**src/rtl/memory_access_unit_pkg.sv**
```systemverilog
// rtl/memory_access_unit_pkg.sv - shared types, size/sign codes and trap causes for memory_access_unit
package memory_access_unit_pkg;

    typedef enum logic [1:0] {
        IDLE = 2'd0,
        REQ  = 2'd1,
        WAIT = 2'd2,
        DONE = 2'd3
    } state_t;

    // func3[1:0] selects the access size, func3[2] selects zero-extension
    localparam logic [1:0] SZ_B = 2'd0;
    localparam logic [1:0] SZ_H = 2'd1;
    localparam logic [1:0] SZ_W = 2'd2;
    localparam logic [1:0] SZ_D = 2'd3;
    localparam int F3_UNSIGNED_BIT = 2;

    localparam logic [3:0] CAUSE_LD_MISALIGN = 4'd4;
    localparam logic [3:0] CAUSE_ST_MISALIGN = 4'd6;

    // Address bits that must be zero for a naturally aligned access (sz-1)
    function automatic logic [2:0] size_low_mask(input logic [1:0] sz);
        case (sz)
            SZ_B:    return 3'b000;
            SZ_H:    return 3'b001;
            SZ_W:    return 3'b011;
            default: return 3'b111;
        endcase
    endfunction

    // One bit per byte touched by the access, before lane shifting
    function automatic logic [7:0] size_byte_mask(input logic [1:0] sz);
        case (sz)
            SZ_B:    return 8'h01;
            SZ_H:    return 8'h03;
            SZ_W:    return 8'h0F;
            default: return 8'hFF;
        endcase
    endfunction

endpackage

```
**src/rtl/load_align_ext.sv**
```systemverilog
// rtl/load_align_ext.sv - combinational load lane shift, truncate and sign/zero extend
// rdata_i: 64-bit aligned cache word; off_i: byte offset; func3_i: size/sign; data_o: writeback value
module load_align_ext
    import memory_access_unit_pkg::*;
#(
    parameter int DATA_WIDTH = 64
) (
    input  logic [DATA_WIDTH-1:0] rdata_i,
    input  logic [2:0]            off_i,
    input  logic [2:0]            func3_i,
    output logic [DATA_WIDTH-1:0] data_o
);

    logic [DATA_WIDTH-1:0] shifted;
    logic                  sign_ext;

    always_comb begin
        shifted  = rdata_i >> {off_i, 3'b000};
        sign_ext = ~func3_i[F3_UNSIGNED_BIT];
        data_o   = shifted;
        case (func3_i[1:0])
            SZ_B: data_o = {{(DATA_WIDTH-8){sign_ext & shifted[7]}},  shifted[7:0]};
            SZ_H: data_o = {{(DATA_WIDTH-16){sign_ext & shifted[15]}}, shifted[15:0]};
            SZ_W: data_o = {{(DATA_WIDTH-32){sign_ext & shifted[31]}}, shifted[31:0]};
            SZ_D: data_o = shifted;
        endcase
    end

endmodule

```
**src/rtl/memory_access_unit.sv**
```systemverilog
// rtl/memory_access_unit.sv - memory-stage load/store engine with cache handshake (option: MISALIGN_TRAP_EN)
// Pipeline in: valid_i, mem_access_i, mem_we_i, alu_result_i, write_data_i, func3_i, flush_i; out: stall_mem_o
// Cache: dc_req_o, dc_we_o, dc_addr_o, dc_wdata_o, dc_wstrb_o, dc_ready_i, dc_rvalid_i, dc_rdata_i
// Writeback: read_data_o, read_valid_o; trap: misaligned_o, cause_o
module memory_access_unit
    import memory_access_unit_pkg::*;
#(
    parameter int ADDR_WIDTH = 64,
    parameter int DATA_WIDTH = 64
) (
    input  logic                    clk_i,
    input  logic                    rst_i,
    input  logic                    valid_i,
    input  logic                    mem_access_i,
    input  logic                    mem_we_i,
    input  logic [ADDR_WIDTH-1:0]   alu_result_i,
    input  logic [DATA_WIDTH-1:0]   write_data_i,
    input  logic [2:0]              func3_i,
    input  logic                    flush_i,
    output logic                    dc_req_o,
    output logic                    dc_we_o,
    output logic [ADDR_WIDTH-1:0]   dc_addr_o,
    output logic [DATA_WIDTH-1:0]   dc_wdata_o,
    output logic [DATA_WIDTH/8-1:0] dc_wstrb_o,
    input  logic                    dc_ready_i,
    input  logic                    dc_rvalid_i,
    input  logic [DATA_WIDTH-1:0]   dc_rdata_i,
    output logic                    stall_mem_o,
    output logic [DATA_WIDTH-1:0]   read_data_o,
    output logic                    read_valid_o,
    output logic                    misaligned_o,
    output logic [3:0]              cause_o
);

    localparam int STRB_W = DATA_WIDTH / 8;

    state_t                  state_q, state_d;
    logic [ADDR_WIDTH-4:0]   req_addr_q;
    logic [DATA_WIDTH-1:0]   req_wdata_q;
    logic [STRB_W-1:0]       req_wstrb_q;
    logic                    req_we_q;
    logic [2:0]              req_func3_q;
    logic [2:0]              req_off_q;
    logic                    kill_q;
    logic                    trap_q;
    logic [DATA_WIDTH-1:0]   read_data_q;

    logic                    new_access;
    logic                    take_trap;
    logic [2:0]              low_mask;
    logic [2:0]              new_off;
    logic [STRB_W-1:0]       byte_mask_w;
    logic [STRB_W-1:0]       new_strb;
    logic [DATA_WIDTH-1:0]   data_mask;
    logic [DATA_WIDTH-1:0]   new_wdata;
    logic [DATA_WIDTH-1:0]   ext_data;

    assign new_access  = valid_i & mem_access_i & ~flush_i;
    assign low_mask    = size_low_mask(func3_i[1:0]);
    assign byte_mask_w = STRB_W'(size_byte_mask(func3_i[1:0]));

`ifdef MISALIGN_TRAP_EN
    assign take_trap = |(alu_result_i[2:0] & low_mask);
    assign new_off   = alu_result_i[2:0];
`else
    // Misaligned addresses are silently rounded down to the natural boundary
    assign take_trap = 1'b0;
    assign new_off   = alu_result_i[2:0] & ~low_mask;
`endif

    // Store data is masked to the access size before lane shifting so stale upper bits never reach the cache
    always_comb begin
        data_mask = '0;
        for (int i = 0; i < STRB_W; i++) begin
            data_mask[8*i +: 8] = {8{byte_mask_w[i]}};
        end
        new_strb  = byte_mask_w << new_off;
        new_wdata = (write_data_i & data_mask) << {new_off, 3'b000};
    end

    load_align_ext #(
        .DATA_WIDTH (DATA_WIDTH)
    ) u_load_align_ext (
        .rdata_i (dc_rdata_i),
        .off_i   (req_off_q),
        .func3_i (req_func3_q),
        .data_o  (ext_data)
    );

    always_comb begin
        state_d = state_q;
        case (state_q)
            IDLE: if (new_access) state_d = take_trap ? DONE : REQ;
            REQ: begin
                if (dc_ready_i) begin
                    state_d = (req_we_q || dc_rvalid_i) ? DONE : WAIT;
                end else if (flush_i) begin
                    state_d = IDLE;
                end
            end
            WAIT: if (dc_rvalid_i) state_d = DONE;
            DONE: state_d = IDLE;
        endcase
    end

    always_ff @(posedge clk_i) begin
        if (rst_i) begin
            state_q     <= IDLE;
            req_addr_q  <= '0;
            req_wdata_q <= '0;
            req_wstrb_q <= '0;
            req_we_q    <= 1'b0;
            req_func3_q <= 3'd0;
            req_off_q   <= 3'd0;
            kill_q      <= 1'b0;
            trap_q      <= 1'b0;
            read_data_q <= '0;
        end else begin
            state_q <= state_d;
            case (state_q)
                IDLE: begin
                    if (new_access) begin
                        req_addr_q  <= alu_result_i[ADDR_WIDTH-1:3];
                        req_wdata_q <= new_wdata;
                        req_wstrb_q <= new_strb;
                        req_we_q    <= mem_we_i;
                        req_func3_q <= func3_i;
                        req_off_q   <= new_off;
                        kill_q      <= 1'b0;
                        trap_q      <= take_trap;
                    end
                end
                REQ: begin
                    // A flush coinciding with acceptance cannot recall the request; it only kills the result
                    if (dc_ready_i) begin
                        kill_q <= flush_i;
                        if (!req_we_q && dc_rvalid_i && !flush_i) read_data_q <= ext_data;
                    end
                end
                WAIT: begin
                    if (flush_i) kill_q <= 1'b1;
                    if (dc_rvalid_i && !kill_q && !flush_i) read_data_q <= ext_data;
                end
                default: ;
            endcase
        end
    end

    assign stall_mem_o  = ~rst_i & (((state_q == IDLE) & new_access) | (state_q == REQ) | (state_q == WAIT));
    assign dc_req_o     = ~rst_i & (state_q == REQ);
    assign read_valid_o = ~rst_i & (state_q == DONE) & ~req_we_q & ~kill_q & ~trap_q;
    assign dc_we_o      = req_we_q;
    assign dc_addr_o    = {req_addr_q, 3'b000};
    assign dc_wdata_o   = req_wdata_q;
    assign dc_wstrb_o   = req_wstrb_q;
    assign read_data_o  = read_data_q;

`ifdef MISALIGN_TRAP_EN
    assign misaligned_o = ~rst_i & (state_q == DONE) & trap_q;
    assign cause_o      = misaligned_o ? (req_we_q ? CAUSE_ST_MISALIGN : CAUSE_LD_MISALIGN) : 4'd0;
`else
    assign misaligned_o = 1'b0;
    assign cause_o      = 4'd0;
`endif

endmodule

```
**config.mk**
```make
export PLATFORM = sky130hd
export DESIGN_NAME = memory_access_unit
export DESIGN_NICKNAME = d
export VERILOG_FILES = /design/src/rtl/memory_access_unit_pkg.sv /design/src/rtl/load_align_ext.sv /design/src/rtl/memory_access_unit.sv
export SDC_FILE = /design/constraint.sdc
export NUM_CORES = 1
export LEC_CHECK = 0
export CAP_MARGIN = 10
export CORE_AREA = 2 2 162 164
export CTS_CLUSTER_SIZE = 12
export DETAILED_ROUTE_END_ITERATION = 16
export DIE_AREA = 0 0 164 166
export PLACE_DENSITY = 0.81
export SLEW_MARGIN = 0
export SYNTH_ARGS = -nofsm -noshare
export SYNTH_HDL_FRONTEND = slang
export SYNTH_HIERARCHICAL = 1
export SYNTH_SLANG_ARGS = --single-unit
```
**constraint.sdc**
```tcl
create_clock -name clk_i -period 2.4 [get_ports clk_i]
set_clock_uncertainty 0.2 [all_clocks]
set_input_delay 0.48 -clock clk_i [delete_from_list [all_inputs] [get_ports clk_i]]
set_output_delay 0.48 -clock clk_i [all_outputs]
set_load 0.02 [all_outputs]
```
# After elaboration in Yosys (flattened, before gate mapping)
# Cells that the tools add are included.
dict set report totals {
  regBits 207
  latch_bits 0
  ram_bits 0
  romBits 0
  input_bits 203
  out_inout_bits 209
  word_cells 82
  n_memories 0
}
dict set report classes {
  n_addsub 0
  n_mul 0
  div_mod_pow 0
  order_cmp 0
  n_eq_ne 15
  shifts 3
  mux 17
  n_bitwise 21
  reduce_logical 17
}
# cell count
set op_table {}
lappend op_table {{case mux 64 bit (4 select lines)} 1}
lappend op_table {{2-to-1 mux 64 bit} 3}
lappend op_table {{case mux 64 bit (2 select lines)} 1}
lappend op_table {{AND 64 bit} 1}
lappend op_table {{<< shifter 64 x 6 -> 64 bit} 1}
lappend op_table {{>> shifter 64 x 6 -> 64 bit} 1}
lappend op_table {{case mux 8 bit (3 select lines)} 1}
lappend op_table {{!= test 2 bit (second input constant)} 6}
lappend op_table {{AND 1 bit} 11}
lappend op_table {{== test 2 bit (second input constant)} 5}
lappend op_table {{case mux 3 bit (3 select lines)} 1}
lappend op_table {{2-to-1 mux 2 bit} 4}
lappend op_table {{case mux 2 bit (4 select lines)} 1}
lappend op_table {{AND reduction 4 bit} 2}
lappend op_table {{<< shifter 8 x 3 -> 8 bit} 1}
lappend op_table {{== test 2 x 1 -> 1 bit (second input constant)} 3}
lappend op_table {{zero test 2 bit} 3}
lappend op_table {{NOT 1 bit} 5}
lappend op_table {{logical AND 1 bit} 4}
lappend op_table {{2-to-1 mux 1 bit} 4}
lappend op_table {{AND 3 bit} 1}
lappend op_table {{zero test 1 bit} 3}
lappend op_table {{!= test 3 bit (second input constant)} 1}
lappend op_table {{NOT 3 bit} 1}
lappend op_table {{7 further kinds} 8}

# Logic depth before layout (Yosys ltp)
dict set report logic_depth {
  ltp_word 6
  ltp_mapped 9
  depth_no_buf 6
}

# Hierarchy
# The synthesis kept the hierarchy.
# mod n_inst cells_per_inst area_each_um2 seq_area_each_um2
set modules_own_cells {}
lappend modules_own_cells {memory_access_unit 1 1026 8147.8 4144.0}
lappend modules_own_cells {load_align_ext 1 258 2543.7 0.0}

# Worst setup path before layout
# OpenSTA, ideal clock, no wires.
dict set report synth_timing {
  path_type {register to output}
  start {reg state_q[0]}
  end {out stall_mem_o}
  arrival_ns 1.653
  required_ns 1.720
  setup_slack_ns 0.067
  stages_incl_launch_ff 8
  n_path_buf 3
  path_cell_list {dfxtp_1 > inv_1 > ha_1 > nand4b_1 > clkbuf_1 > buf_2 > buf_2 > a21oi_1}
}
dict set report synth_between {
  elab_chain_len 5
  elab_cells_between_ends 7
  classes_between {eq/ne (2); bitwise (4); reduce/logical (1)}
}
# element line
set synth_rtl {}
lappend synth_rtl {{start: declaration} memory_access_unit.sv:37} ;# state_t state_q, state_d;
lappend synth_rtl {{start signal: assignment} memory_access_unit.sv:119} ;# state_q <= state_d;
lappend synth_rtl {{zero test 2 bit} memory_access_unit.sv:149} ;# assign stall_mem_o = ~rst_i & (((state_q == IDLE) & new_access) | (state_q == REQ) | (state_q == WAIT));
lappend synth_rtl {{AND 1 bit} memory_access_unit.sv:149}
lappend synth_rtl {{bitwise OR 1 bit} memory_access_unit.sv:149}
lappend synth_rtl {{bitwise OR 1 bit (*)} memory_access_unit.sv:149}
lappend synth_rtl {{AND 1 bit (*)} memory_access_unit.sv:149}
lappend synth_rtl {{end: declaration} memory_access_unit.sv:28} ;# output logic stall_mem_o,
# Mark *: on every way between the ends. The rest lies on a longest branch, timed or not.

# Final worst setup path
# Ends and elaborated chain as after synthesis.

==> impl_metrics.csv <==
group,metric,value,unit
route,num_vias,11360,
critical_path,r2r_end,"dc_wdata_o[30]",
power,vdd_drop_max,0.4762,mV
synthesis,yosys.area.top_type,"dfxtp_1",
critical_path,path_buf_inv,2,
hold_path,min_path_type,"in2reg",
sta,worst_pin_slew,694.7,ps
hold_path,holdCritStartpoint,"rst_i",
sta,setup_tns,0,ps
die,die-area,27220,sq um
critical_path,arrival,1660,ps
global_route,grt_max_degree,65,
critical_path,cp_slowest_stage_delay,350,ps
synthesis,syn_area_per_cell,8.327,sq um
power,finalPower,9.495,mW
sta,setup_ws,64.47,ps
critical_path,crit_path_start_kind,"flip-flop",
place,place.gp.congestion,0.9467,
critical_path,cpMaxStageDelayCell,"dfxtp_2",
sta,drv_slew,0,
run_status,status,"completed",
layout,final_core_util,0.6333,
synthesis,synth_top_area_frac,0.3876,
critical_path,critPathMaxFanout,7,
sta,post-route-min-period,2336,ps
route,post_drt_wl_per_cell,19.68,um
route,vias_per_cell,5.580,
route,drc,0,
sta,max_slew_margin,0.5348,
die,core_area,25620,sq um
place,numPortBuffers,403,
critical_path,path_delay_family,"flip-flops",
layout,final_cell_area,16220,sq um
route,first_iter_violations,1242,
die,die_height,166,um
clock_network,cts_hold_buf,0,
global_route,grt_pass1_vias,11220,
synthesis,postSynthCellCount,1284,
critical_path,crit_required,1720,ps
clock_network,clockBufferDepth,3,
sta,timing.fmax,428.2,MHz
die,ios,412,
route,dr.pass1.iters,6,
synthesis,ys_types,66,
critical_path,path_class,"reg2out",
synthesis,netlist_area,10690,sq um
layout,finalNetCount,1885,
place,hpwl,29.79,mm
clock_network,path_clk_slew,60,ps
critical_path,cp-end-kind,"primary output",
synthesis,ys_warn_count,6,
clock_network,htree_levels,1,
sta,finalSetupViolations,0,
global_route,grt_use_total,0.2825,
synthesis,ys_ff_latch,207,
power,p_per_area,585.3,nW/um^2
die,rows,59,
sta,fin_crit_sh,0.9731,
die,die_x,164,um
place,dpl_cell_area,15390,sq um
sta,hold_viol,0,
global_route,grt_first_pass_wirelength,61.13,mm
clock_network,cts.sinks,207,
synthesis,ys_seq_area_frac,0.3876,
hold_path,whs_path_depth,3,
critical_path,rrSetupSlack,110,ps
layout,final_layout_size_suffix_gt1_frac,0.1406,
die,initial_core_util,0.4174,
critical_path,regToRegStartpoint,"state_q[0]",
place,place_ws,-208.4,ps
job,drv_cap,0,
clock_network,tritoncts,"yes",
layout,synthToLayoutAreaGrowth,51.74,%
power,p_leak,5.614,nW
synthesis,synth_ff_type,"dfxtp_1",
clock_network,root_buffer,"clkbuf_16",
clock_network,insertion_delay,520,ps
synthesis,synthArstFlopShare,0,
global_route,antenna_found_initial,9,
critical_path,path_cells,"inv_1 > ha_4 > nand4b_1 > a21oi_2 > buf_4",
global_route,globalRoute.totalOverflow,0,
layout,final_cell_mix,"clkdlybuf4s50_1, nand2_1, dfxtp_1, a21oi_1, buf_4",
synthesis,synth_edf_count,0,
clock_network,numCtsBuffers,24,
layout,final_common_cell,"clkdlybuf4s50_1",
critical_path,r2r_cells,7,
route,postRouteAntennaNets,0,
route,routed_wl,40.04,mm
synthesis,synth.area.top_cells,"dfxtp_1, nand2_1, mux4_2",
synthesized netlist by cell type (all sizes together), types with 2 or more instances:
library cell  count
or3               4
nor3             27
o211ai            3
nand2           349
and2b             2
clkbuf           65
inv               7
a211oi            5
nor2b             8
ha                4
buf              70
nand4            33
mux4             35
a21oi           147
nand2b            6
a32o              8
o21ai            49
or2               3
o2bb2ai           7
nor2             63
a221oi           23
a21boi            2
nor3b             2
dfxtp           207
nand3            34
o21a              2
a32oi            11
a31oi             8
a22oi            40
mux2i            21
mux2             16
and2              6
per-stage QoR:
step | hold slack [ps] | cells
6_report | 194.5 | 2035
3_5_place_dp | 245.5 | 1987
4_1_cts | 192.5 | 2028
3_3_place_gp | 240.6 | 1987
2_1_floorplan | 257.7 | 1291
5_1_grt | 196.6 | 2034
power by group:
part	switching, mW	internal [mW]	leakage (nW)
clock network	1.44	2.23	0.386
logic	1.09	1.03	3.55
registers	0.101	3.60	1.68
total	2.64	6.86	5.61
sequential cells by signal, indices dropped and copies added, names as in the netlist, named ones only:
| signal | cells |
|---|---|
| dc_wstrb_o | 8 |
| req_off_q | 3 |
| req_func3_q | 3 |
| req_addr_q | 61 |
| dc_wdata_o | 64 |
| read_data_o | 64 |
| state_q | 1 |
| dc_we_o | 1 |
| kill_q | 1 |
cell families after synthesis:
kind of cell             synth area share
AO/OA/AOI/OAI                      0.1851
flip-flops                         0.3876
multiplexers                       0.1109
AND/OR/NAND/NOR                    0.2382
buffers and inverters             0.07314
adder cells (fa/ha/maj)          0.004681
other                           0.0003507
repair_timing:
action / in CTS / in global routing
resized for setup: 13 / 11
cloned: 0 / 0
pin swaps: 0 / 2
buffers inserted: 0 / 0
endpoints found under the setup margin: 3 / 7
worst max path at each step:
stage                 startpoint              end  slack (ps)  depth (start not counted)
floorplan             state_q[0]      stall_mem_o          70                          7
global placement         flush_i  read_data_o[44]        -130                          7
detailed placement  mem_access_i      stall_mem_o        -210                          4
CTS                   state_q[0]     read_valid_o           5                          3
global route          state_q[0]      stall_mem_o          -2                          5
finish                state_q[0]      stall_mem_o          60                          5
layer usage:
metal  vias up  global-route usage  routed length, um  share of wire
met3       110             0.09116               4377           0.11
met4         4              0.1274               1855          0.046
met2       598              0.4814              19370           0.48
met1      5341              0.3205              14410           0.36
li1       5303                   -                  -              -
met5         -                   0                 27        0.00067
cell type report:
type	instances	area (sq um)
inverter	7	26.28
fill	2168	9393
clock inverter	8	98.84
clock buffer	33	695.7
tap	335	419.2
multi-input combinational	942	5857
sequential	207	4150
timing repair buffer	496	4959
antenna	7	17.52
tightest hold or removal path, delay by kind of cell:
family / cells / cell delay (ps)
AOI/OAI and AO/OA: 1 / 220
buffers and inverters: 1 / 110
and+or+nand+nor: 1 / 50
(Power assumes the default switching activity.)
